===== config.mk =====
export PLATFORM = sky130hd
export DESIGN_NAME = cellrv32_cpu_cp_vector_wbarb
export DESIGN_NICKNAME = d
export VERILOG_FILES = /design/src/rtl/cellrv32_cpu_cp_vector_wbarb.sv
export SDC_FILE = /design/constraint.sdc
export NUM_CORES = 1
export LEC_CHECK = 0
export ABC_AREA = 1
export BUFFER_PORTS_ARGS = -buffer_cell sky130_fd_sc_hd__buf_2
export CORE_AREA = 5 5 317 319
export DETAILED_ROUTE_END_ITERATION = 16
export DIE_AREA = 0 0 322 324
export PLACE_DENSITY = 0.41
export SYNTH_ARGS = -nofsm -noshare
export SYNTH_HDL_FRONTEND = slang
export SYNTH_SLANG_ARGS = --single-unit

===== constraint.sdc =====
create_clock -name clk_i -period 3 [get_ports clk_i]
set_input_delay 0.3 -clock clk_i [delete_from_list [all_inputs] [get_ports clk_i]]
set_output_delay 0.3 -clock clk_i [all_outputs]
set_load 0.01 [all_outputs]

===== src/rtl/cellrv32_cpu_cp_vector_wbarb.sv =====
// cellrv32_cpu_cp_vector_wbarb: round-robin write-back arbiter between vector EX and MEM
// units for the shared VRF element write port, with same-register lane-mask merging.
module cellrv32_cpu_cp_vector_wbarb #(
    parameter int VECTOR_REGISTERS = 32,
    parameter int VECTOR_LANES     = 8,
    parameter int DATA_WIDTH       = 32,
    localparam int AW = $clog2(VECTOR_REGISTERS),
    localparam int L  = VECTOR_LANES,
    localparam int D  = L * DATA_WIDTH
) (
    input  logic          clk_i,
    input  logic          rstn_i,
    input  logic          flush_i,
    input  logic          ex_valid_i,
    output logic          ex_ready_o,
    input  logic [L-1:0]  ex_mask_i,
    input  logic [AW-1:0] ex_addr_i,
    input  logic [D-1:0]  ex_data_i,
    input  logic          mem_valid_i,
    output logic          mem_ready_o,
    input  logic [L-1:0]  mem_mask_i,
    input  logic [AW-1:0] mem_addr_i,
    input  logic [D-1:0]  mem_data_i,
    input  logic          mem_unlock_i,
    output logic [L-1:0]  wr_en_o,
    output logic [AW-1:0] wr_addr_o,
    output logic [D-1:0]  wr_data_o,
    output logic          unlock_en_o,
    output logic [AW-1:0] unlock_reg_o,
    output logic          busy_o
);
    typedef enum logic {PTR_EX, PTR_MEM} ptr_t;

    ptr_t          ptr_q, ptr_d;
    logic [L-1:0]  wr_en_q, wr_en_d;
    logic [AW-1:0] wr_addr_q, wr_addr_d;
    logic [D-1:0]  wr_data_q, wr_data_d;
    logic          unlock_en_q, unlock_en_d;
    logic [AW-1:0] unlock_reg_q, unlock_reg_d;
    logic          both, merge, ex_gnt, mem_gnt;

    always_comb begin
        both    = ex_valid_i && mem_valid_i;
        merge   = both && (ex_addr_i == mem_addr_i) && ((ex_mask_i & mem_mask_i) == '0);
        ex_gnt  = !flush_i && ex_valid_i && (!mem_valid_i || merge || ptr_q == PTR_EX);
        mem_gnt = !flush_i && mem_valid_i && (!ex_valid_i || merge || ptr_q == PTR_MEM);
        // a contested single grant hands priority to whoever lost
        ptr_d   = flush_i ? PTR_EX : (both && !merge) ? (ex_gnt ? PTR_MEM : PTR_EX) : ptr_q;
        wr_en_d   = (ex_gnt ? ex_mask_i : '0) | (mem_gnt ? mem_mask_i : '0);
        wr_addr_d = ex_gnt ? ex_addr_i : mem_gnt ? mem_addr_i : wr_addr_q;
        for (int k = 0; k < L; k++) begin
            wr_data_d[k*DATA_WIDTH +: DATA_WIDTH] =
                (mem_gnt && (!ex_gnt || mem_mask_i[k])) ? mem_data_i[k*DATA_WIDTH +: DATA_WIDTH] :
                ex_gnt ? ex_data_i[k*DATA_WIDTH +: DATA_WIDTH] : wr_data_q[k*DATA_WIDTH +: DATA_WIDTH];
        end
        unlock_en_d  = mem_gnt && mem_unlock_i;
        unlock_reg_d = mem_gnt ? mem_addr_i : unlock_reg_q;
    end

    always_ff @(posedge clk_i or negedge rstn_i) begin
        if (!rstn_i) begin
            ptr_q        <= PTR_EX;
            wr_en_q      <= '0;
            wr_addr_q    <= '0;
            wr_data_q    <= '0;
            unlock_en_q  <= 1'b0;
            unlock_reg_q <= '0;
        end else begin
            ptr_q        <= ptr_d;
            wr_en_q      <= wr_en_d;
            wr_addr_q    <= wr_addr_d;
            wr_data_q    <= wr_data_d;
            unlock_en_q  <= unlock_en_d;
            unlock_reg_q <= unlock_reg_d;
        end
    end

    // nothing is accepted while reset is held
    assign ex_ready_o   = ex_gnt && rstn_i;
    assign mem_ready_o  = mem_gnt && rstn_i;
    assign wr_en_o      = wr_en_q;
    assign wr_addr_o    = wr_addr_q;
    assign wr_data_o    = wr_data_q;
    assign unlock_en_o  = unlock_en_q;
    assign unlock_reg_o = unlock_reg_q;
    assign busy_o       = ex_valid_i || mem_valid_i || (|wr_en_q);
endmodule

==> out/metrics.cfg, run 1 <==
[critical_path]
r2r_setup_slack_ns = 0.71
rr_worst_depth = 8
end_kind = primary output
worst_ep_required_time_ns = 2.70
critPathMaxStageDelay_ns = 0.53
timing.rr.start = ptr_q
worstSetupPathType = in2out
reg2reg_to = wr_addr_o[1]
crit_fanout = 20
critPathBufInv = 4
cp_cell_sequence = dlygate4sd3_1, buf_2, nand2_1, nand2_1, nor2_1, nand3_1, nor2_2, o21ai_4, buf_4, nor2_1, buf_2
cp.depth = 11
cpLargestDelayFamily = buffers and inverters
critPathLaunchType = input pin
cpMaxStageDelayCell = dlygate4sd3_1
worstPathArrival_ns = 2.53

[timing]
timing.fmax_mhz = 353
fin_skew_ns = 0.00958
setup_viol = 0
min_period_ns = 2.83
fin_setup_tns_ns = 0
relSlewSlack_pct = 50.5
min_period_over_period_pct = 94.4
grt_setup_unrepaired = false
finalMaxSlewViolations = 0
worst_slack_ns = 0.168
worst_pin_slew_ns = 0.742
hold_violations = 0

[cts]
cts.clk_slew.worst_paths_ns = 0.06
clock_sinks = 276
htreeDepth = 2
numCtsBuffers = 38
cts_tree = yes
clock-root-buffer = clkbuf_16
insertion_delay_ns = 0.54
clockBufferDepth = 3

[global_routing]
grt_max_degree = 106
gr-usage-all-layers_pct = 14.6
grt_pass1_vias = 17800
grt.overflow.total = 0
grt_pass1_wl_um = 116000
grt_antenna_before_repair = 13

[yosys]
syn_area_per_cell_um2 = 6.67
synthTopCellsByArea = dfrtp_1 (44%), nand2_1 (20%), nand3_1 (17%)
netlist_area_um2 = 15700
synthMostInstantiatedCell = nand2_1
seq_area_frac_synth_pct = 44.1
synth_cells = 2349
ys_warn_count = 0
synth_cell_types = 17
netlist_top_cells_count = nand2_1 (829), inv_1 (534), nand3_1 (531)
synth_flop_cell = dfrtp_1
syn-num-nets = 2893
async_flop_share_pct = 100
synth-edff-count = 0
yosys.area.top_type_share_pct = 44.1
yosysTopAreaCell = dfrtp_1
synth_seq_cells = 276

[placed_design]
io_buffers = 821
gp_congestion = 0.847
place_area_um2 = 21600
place_inst = 4407
hpwl_um = 62700
post-place-ws_ns = 0.189

[drt]
avgRoutedWirePerCell_um = 17.9
dr.pass1.iters = 5
vias_per_cell = 3.91
drt_wl_total_um = 80800
drc = 0
vias = 17600
final_antenna_net_count = 0
dr.first_iter.drc_count = 981

[layout]
fin_cells = 4500
drive_gt1_share_pct = 30.8
nets = 3721
final_area_um2 = 23100
area_delta_synth_final_pct = 47.5

[pwr]
p_leak_nw = 14.3
p_comb_share_pct = 25.4
power.share.clock_pct = 37.6
seqPwrFrac_pct = 37.1
irDropWorstVdd_mv = 0.274
p_int_w = 0.00850
power.switching_w = 0.00415
power.total_w = 0.0126
swShare_pct = 32.8
power_density_nw_per_um2 = 547

[outcome]
status = complete, no violations

[floorplan]
dieArea_um2 = 104000
initial_core_util_pct = 16.1
die_w_um = 322
io_pins = 822
die_h_um = 324
placementRows = 115
design.core.area_um2 = 97600

[run]
cap_violations = 0

[min_path]
min_to = unlock_reg_o[0]
min_path_type = in2reg
whs_path_depth = 3
hp-start = mem_addr_i[0]

## state kept, by name (all words and copies together), names as in the netlist
name,count
wr_data_o,256
wr_en_o,8
unlock_reg_o,5
wr_addr_o,5
ptr_q,1
unlock_en_o,1
## layout make-up
cell class                 instances  area [um^2]
sequential                       276         6910
timing repair buffer             924         5220
multi-input combinational       1398         6020
clock inverter                    12          116
antenna                            6         15.0
inverter                         539         2030
tap                             1287         1610
clock buffer                      58         1190
fill                           11200        74400
## metal layers
layer	GRT usage, %	part of all wire (%)	vias up
met5	0	0.080	-
met4	3.25	1.9	10
met3	3.48	7.1	71
met2	25.8	49	608
met1	18.1	41	8234
li1	-	-	8667
## power groups by stage
stage | clock (W) | combinational (W) | sequential, W
after floorplan | 0 | 0.00116 | 0.00500
after global placement | 0 | 0.00327 | 0.00475
after detailed placement | 0 | 0.00327 | 0.00474
after CTS | 0.00494 | 0.00329 | 0.00469
after global routing | 0.00509 | 0.00357 | 0.00477
final | 0.00475 | 0.00321 | 0.00469
## layout by cell type, fill, tap and decap left out, drive strengths merged
master and count:
buf 907, bufinv 2, clkbuf 58, clkinv 8, clkinvlp 1, dfrtp 276
diode 6, dlygate4sd3 17, inv 540, nand2 831, nand3 531, nand3b 1
nand4 1, nor2 16, nor4 2, o21ai 15, o21bai 1
## worst min-delay path, delay by kind of cell
family	cells	cell delay, ns
buffers and inverters	2	0.17
AOI/OAI and AO/OA	1	0.08
## metrics by stage
step / hold WS, ns / utilization, %
3_3_place_gp: 0.224 / 22.2
3_5_place_dp: 0.214 / 22.2
6_report: 0.0543 / 23.7
5_1_grt: 0.0252 / 23.7
4_1_cts: 0.000206 / 23.7
2_1_floorplan: 0.00441 / -
## how the worst max path moves through the flow
| stage | from | endpoint |
|---|---|---|
| after global placement | mem_valid_i | wr_data_o[95] |
| final | ex_addr_i[0] | mem_ready_o |
| after CTS | ex_addr_i[0] | mem_ready_o |
| after global routing | ex_mask_i[0] | wr_addr_o[1] |
| after detailed placement | mem_valid_i | wr_data_o[95] |
| after floorplan | mem_addr_i[2] | mem_ready_o |
## timing repair
| action | CTS | global route |
|---|---|---|
| hold buffers | 17 | 0 |
| resized for setup | 0 | 1 |
| endpoints found under the setup margin | 0 | 1 |
| hold endpoints to repair | 36 | 0 |
| setup buffers | 0 | 0 |
## cell families (layout without fill, tap and decap cells)
family,Yosys count,after routing,share of synthesized area (%)
AND/OR/NAND/NOR,1382,1382,37.5
buffers and inverters,675,1533,17.8
flip-flops,276,276,44.1
AO/OA/AOI/OAI,16,16,0.599
other,0,6,0
Power figures use the tool's default switching activity.
==> run 2, diff against run 1 <==
--- a/config.mk
+++ b/config.mk
@@ -5,12 +5,12 @@
 export SDC_FILE = /design/constraint.sdc
 export NUM_CORES = 1
 export LEC_CHECK = 0
-export ABC_AREA = 1
 export BUFFER_PORTS_ARGS = -buffer_cell sky130_fd_sc_hd__buf_2
-export CORE_AREA = 5 5 317 319
+export CORE_AREA = 5 5 321 323
 export DETAILED_ROUTE_END_ITERATION = 16
-export DIE_AREA = 0 0 322 324
+export DIE_AREA = 0 0 326 328
 export PLACE_DENSITY = 0.41
+export SETUP_SLACK_MARGIN = 0.5
 export SYNTH_ARGS = -nofsm -noshare
 export SYNTH_HDL_FRONTEND = slang
 export SYNTH_SLANG_ARGS = --single-unit
==> out/metrics.cfg, run 2 <==
[yosys]
synthMostInstantiatedCell = dfrtp_1  ; was nand2_1
syn-num-nets = 2362  ; was 2893
seq_area_frac_synth_pct = 42.9  ; was 44.1%
netlist_area_um2 = 16100  ; was 15700 um^2
synth_cells = 1818  ; was 2349
synth-adder-area-share_pct = 0  ; unchanged
yosys.area.top_type_share_pct = 42.9  ; was 44.1%
synth_flop_cell = dfrtp_1  ; unchanged
yosysTopAreaCell = dfrtp_1  ; unchanged
synth_top_family_by_area = compound AO/OA/AOI/OAI gates  ; was simple AND/OR/NAND/NOR gates
synthTopCellsByArea = dfrtp_1 (43%), a221o_1 (16%), nor2b_1 (10%)  ; was dfrtp_1 (44%), nand2_1 (20%), nand3_1 (17%)
ys_warn_count = 0  ; unchanged
synth-edff-count = 0  ; unchanged
synth-xor-area-share_pct = 0.327  ; was 0%
syn_area_per_cell_um2 = 8.85  ; was 6.67 um^2
synthSimpleGateAreaFrac_pct = 16.8  ; was 37.5%
async_flop_share_pct = 100  ; unchanged
synth_mux_area_share_pct = 0  ; unchanged
synth_compound_area_share_pct = 35.1  ; was 0.599%
netlist_top_cells_count = dfrtp_1 (276), o21ai_0 (266), nor2b_1 (258)  ; was nand2_1 (829), inv_1 (534), nand3_1 (531)
synth_cell_types = 35  ; was 17
synth_seq_cells = 276  ; unchanged

[timing]
min_period_ns = 2.30  ; was 2.83 ns
min_period_over_period_pct = 76.6  ; was 94.4%
finalMaxSlewViolations = 0  ; unchanged
fin_setup_tns_ns = 0  ; unchanged
grt_setup_unrepaired = false  ; unchanged
worst_pin_slew_ns = 1.06  ; was 0.742 ns
fin_skew_ns = 0.0135  ; was 0.00958 ns
hold_violations = 0  ; unchanged
relSlewSlack_pct = 29.0  ; was 50.5%
timing.fmax_mhz = 435  ; was 353 MHz
setup_viol = 0  ; unchanged

[placed_design]
io_buffers = 821  ; unchanged
hpwl_um = 64400  ; was 62700 um
gp_congestion = 0.808  ; was 0.847

[global_routing]
gr-usage-all-layers_pct = 16.7  ; was 14.6%
grt_pass1_vias = 20800  ; was 17800
grt_max_degree = 156  ; was 106
grt_antenna_before_repair = 17  ; was 13
grt.overflow.total = 0  ; unchanged
grt_pass1_wl_um = 138000  ; was 116000 um

[pwr]
power_density_nw_per_um2 = 492  ; was 547 nW/um^2
power.switching_w = 0.00455  ; was 0.00415 W
swShare_pct = 32.9  ; was 32.8%
seqPwrFrac_pct = 34.9  ; was 37.1%
p_comb_share_pct = 30.6  ; was 25.4%
irDropWorstVdd_mv = 0.285  ; was 0.274 mV
p_int_w = 0.00926  ; was 0.00850 W
power.share.clock_pct = 34.5  ; was 37.6%
p_leak_nw = 12.5  ; was 14.3 nW

[cts]
numCtsBuffers = 39  ; was 38
cts.clk_slew.worst_paths_ns = 0.05  ; was 0.06 ns
cts_tree = yes  ; unchanged
clock_sinks = 276  ; unchanged
htreeDepth = 2  ; unchanged
clockBufferDepth = 3  ; unchanged
insertion_delay_ns = 0.57  ; was 0.54 ns
clock-root-buffer = clkbuf_16  ; unchanged
post-cts-setup-buffer-count = 0  ; unchanged

[floorplan]
dieArea_um2 = 107000  ; was 104000 um^2
initial_core_util_pct = 16.2  ; was 16.1%
design.core.area_um2 = 99600  ; was 97600 um^2
io_pins = 822  ; unchanged
placementRows = 116  ; was 115
die_w_um = 326  ; was 322 um
die_h_um = 328  ; was 324 um

[layout]
largest_reg_flops = 256  ; unchanged
nFillCells = 10600  ; was 11200
area_delta_synth_final_pct = 74.5  ; was 47.5%
final_common_cell = buf_2  ; was nand2_1
final_core_util_pct = 28.2  ; was 23.7%
nets = 3605  ; was 3721
drive_gt1_share_pct = 30.4  ; was 30.8%
layout_common_cells = buf_2 (817), dlygate4sd3_1 (512), dfrtp_1 (276)  ; was nand2_1 (828), buf_2 (820), inv_1 (534)

[critical_path]
critPathLaunchType = flip-flop  ; was input pin
worst_ep_required_time_ns = 2.70  ; about the same
critPathMaxStageDelay_ns = 0.38  ; was 0.53 ns
end_kind = primary output  ; unchanged
worstSetupPathType = reg2out  ; was in2out
critPathLaunch = ptr_q  ; was ex_addr_i[0]
timing.rr.start = ptr_q  ; unchanged
worstPathArrival_ns = 2.00  ; was 2.53 ns
crit_fanout = 5  ; was 20
cpMaxStageDelayCell = dfrtp_1  ; was dlygate4sd3_1
cp_cell_sequence = inv_1, a31oi_4, a21oi_2, and2_2, buf_2  ; was dlygate4sd3_1, buf_2, nand2_1, nand2_1, nor2_1, nand3_1, nor2_2, o21ai_4, buf_4, nor2_1, buf_2

[drt]
vias_per_cell = 4.54  ; was 3.91
avgRoutedWirePerCell_um = 21.4  ; was 17.9 um
dr.pass1.iters = 5  ; unchanged
final_antenna_net_count = 0  ; unchanged
drt_wl_total_um = 94100  ; was 80800 um
vias = 20000  ; was 17600
drc = 0  ; unchanged
dr.first_iter.drc_count = 1295  ; was 981

[run]
cap_violations = 0  ; unchanged

[min_path]
hp-start = mem_data_i[120]  ; was mem_addr_i[0]
min_path_type = in2reg  ; unchanged

[outcome]
status = complete, no violations  ; unchanged

run 2: final cells by class:
| cell class | instances | area (um^2) | area share, % |
|---|---|---|---|
| Clock buffer | 64 | 1220 | 4.35 |
| Sequential cell | 276 | 6910 | 24.6 |
| Timing Repair Buffer | 1372 | 9730 | 34.6 |
| Tap cell | 1298 | 1620 | 5.79 |
| Multi-Input combinational cell | 1366 | 8500 | 30.3 |
| Clock inverter | 4 | 45.0 | 0.160 |
| Antenna cell | 10 | 25.0 | 0.0891 |
| Inverter | 6 | 22.5 | 0.0802 |
run 2: cell families (layout without fill, tap and decap cells):
kind of cell | Yosys count | count (layout)
compound gates | 824 | 824
simple gates | 536 | 536
flops | 276 | 276
other cells | 0 | 10
buf+inv | 176 | 1446
xor+xnor | 6 | 6
run 2: per-stage QoR:
step	setup WS, ns	hold slack [ns]	total power [W]	cell area [um^2]	cells
4_1_cts	0.598	0.000123	0.0140	28000	4386
2_1_floorplan	0.995	0.00441	0.00664	16100	1818
3_5_place_dp	-0.0143	0.153	0.00853	21600	3806
5_1_grt	0.569	0.00536	0.0146	28100	4388
3_3_place_gp	-0.0145	0.154	0.00853	21600	3806
6_report	0.703	0.0478	0.0138	28100	4396
run 2: critical path, delay by kind of cell (launching register included):
family,cells,cell delay (ns)
and+or+nand+nor,1,0.30
buffers and inverters,2,0.28
AOI/OAI and AO/OA,2,0.47
DFF,1,0.38
run 2: worst paths after layout:
path | slack [ns] | endpoint | cells after the start
max in group asynchronous | 1.65 | wr_data_o[218] | 4
min | 0.05 | wr_data_o[120] | 2
max reg2reg | 0.75 | wr_data_o[201] | 5
min reg2reg | 0.54 | unlock_reg_o[0] | 2
max | 0.70 | ex_ready_o | 5
min in group asynchronous | 0.16 | wr_data_o[27] | 2
run 2: power by group through the flow:
stage	combinational (W)	clock, W	sequential, W
2_1_floorplan	0.00159	0	0.00505
3_5_place_dp	0.00369	0	0.00484
5_1_grt	0.00460	0.00510	0.00490
4_1_cts	0.00424	0.00498	0.00481
6_report	0.00422	0.00477	0.00482
3_3_place_gp	0.00366	0	0.00487
run 2: timing repair:
| item | 4_1_cts | 5_1_grt |
|---|---|---|
| hold buffers | 512 | 0 |
| hold endpoints to repair | 475 | 0 |
| resized for setup | 1 | 2 |
| setup endpoints to repair | 1 | 33 |
run 2: per-layer routing:
| layer | GRT usage, % | wire length (um) |
|---|---|---|
| met5 | 0 | 45 |
| met3 | 4.12 | 6340 |
| met2 | 27.4 | 43900 |
| met4 | 7.32 | 4350 |
| met1 | 20.8 | 39400 |
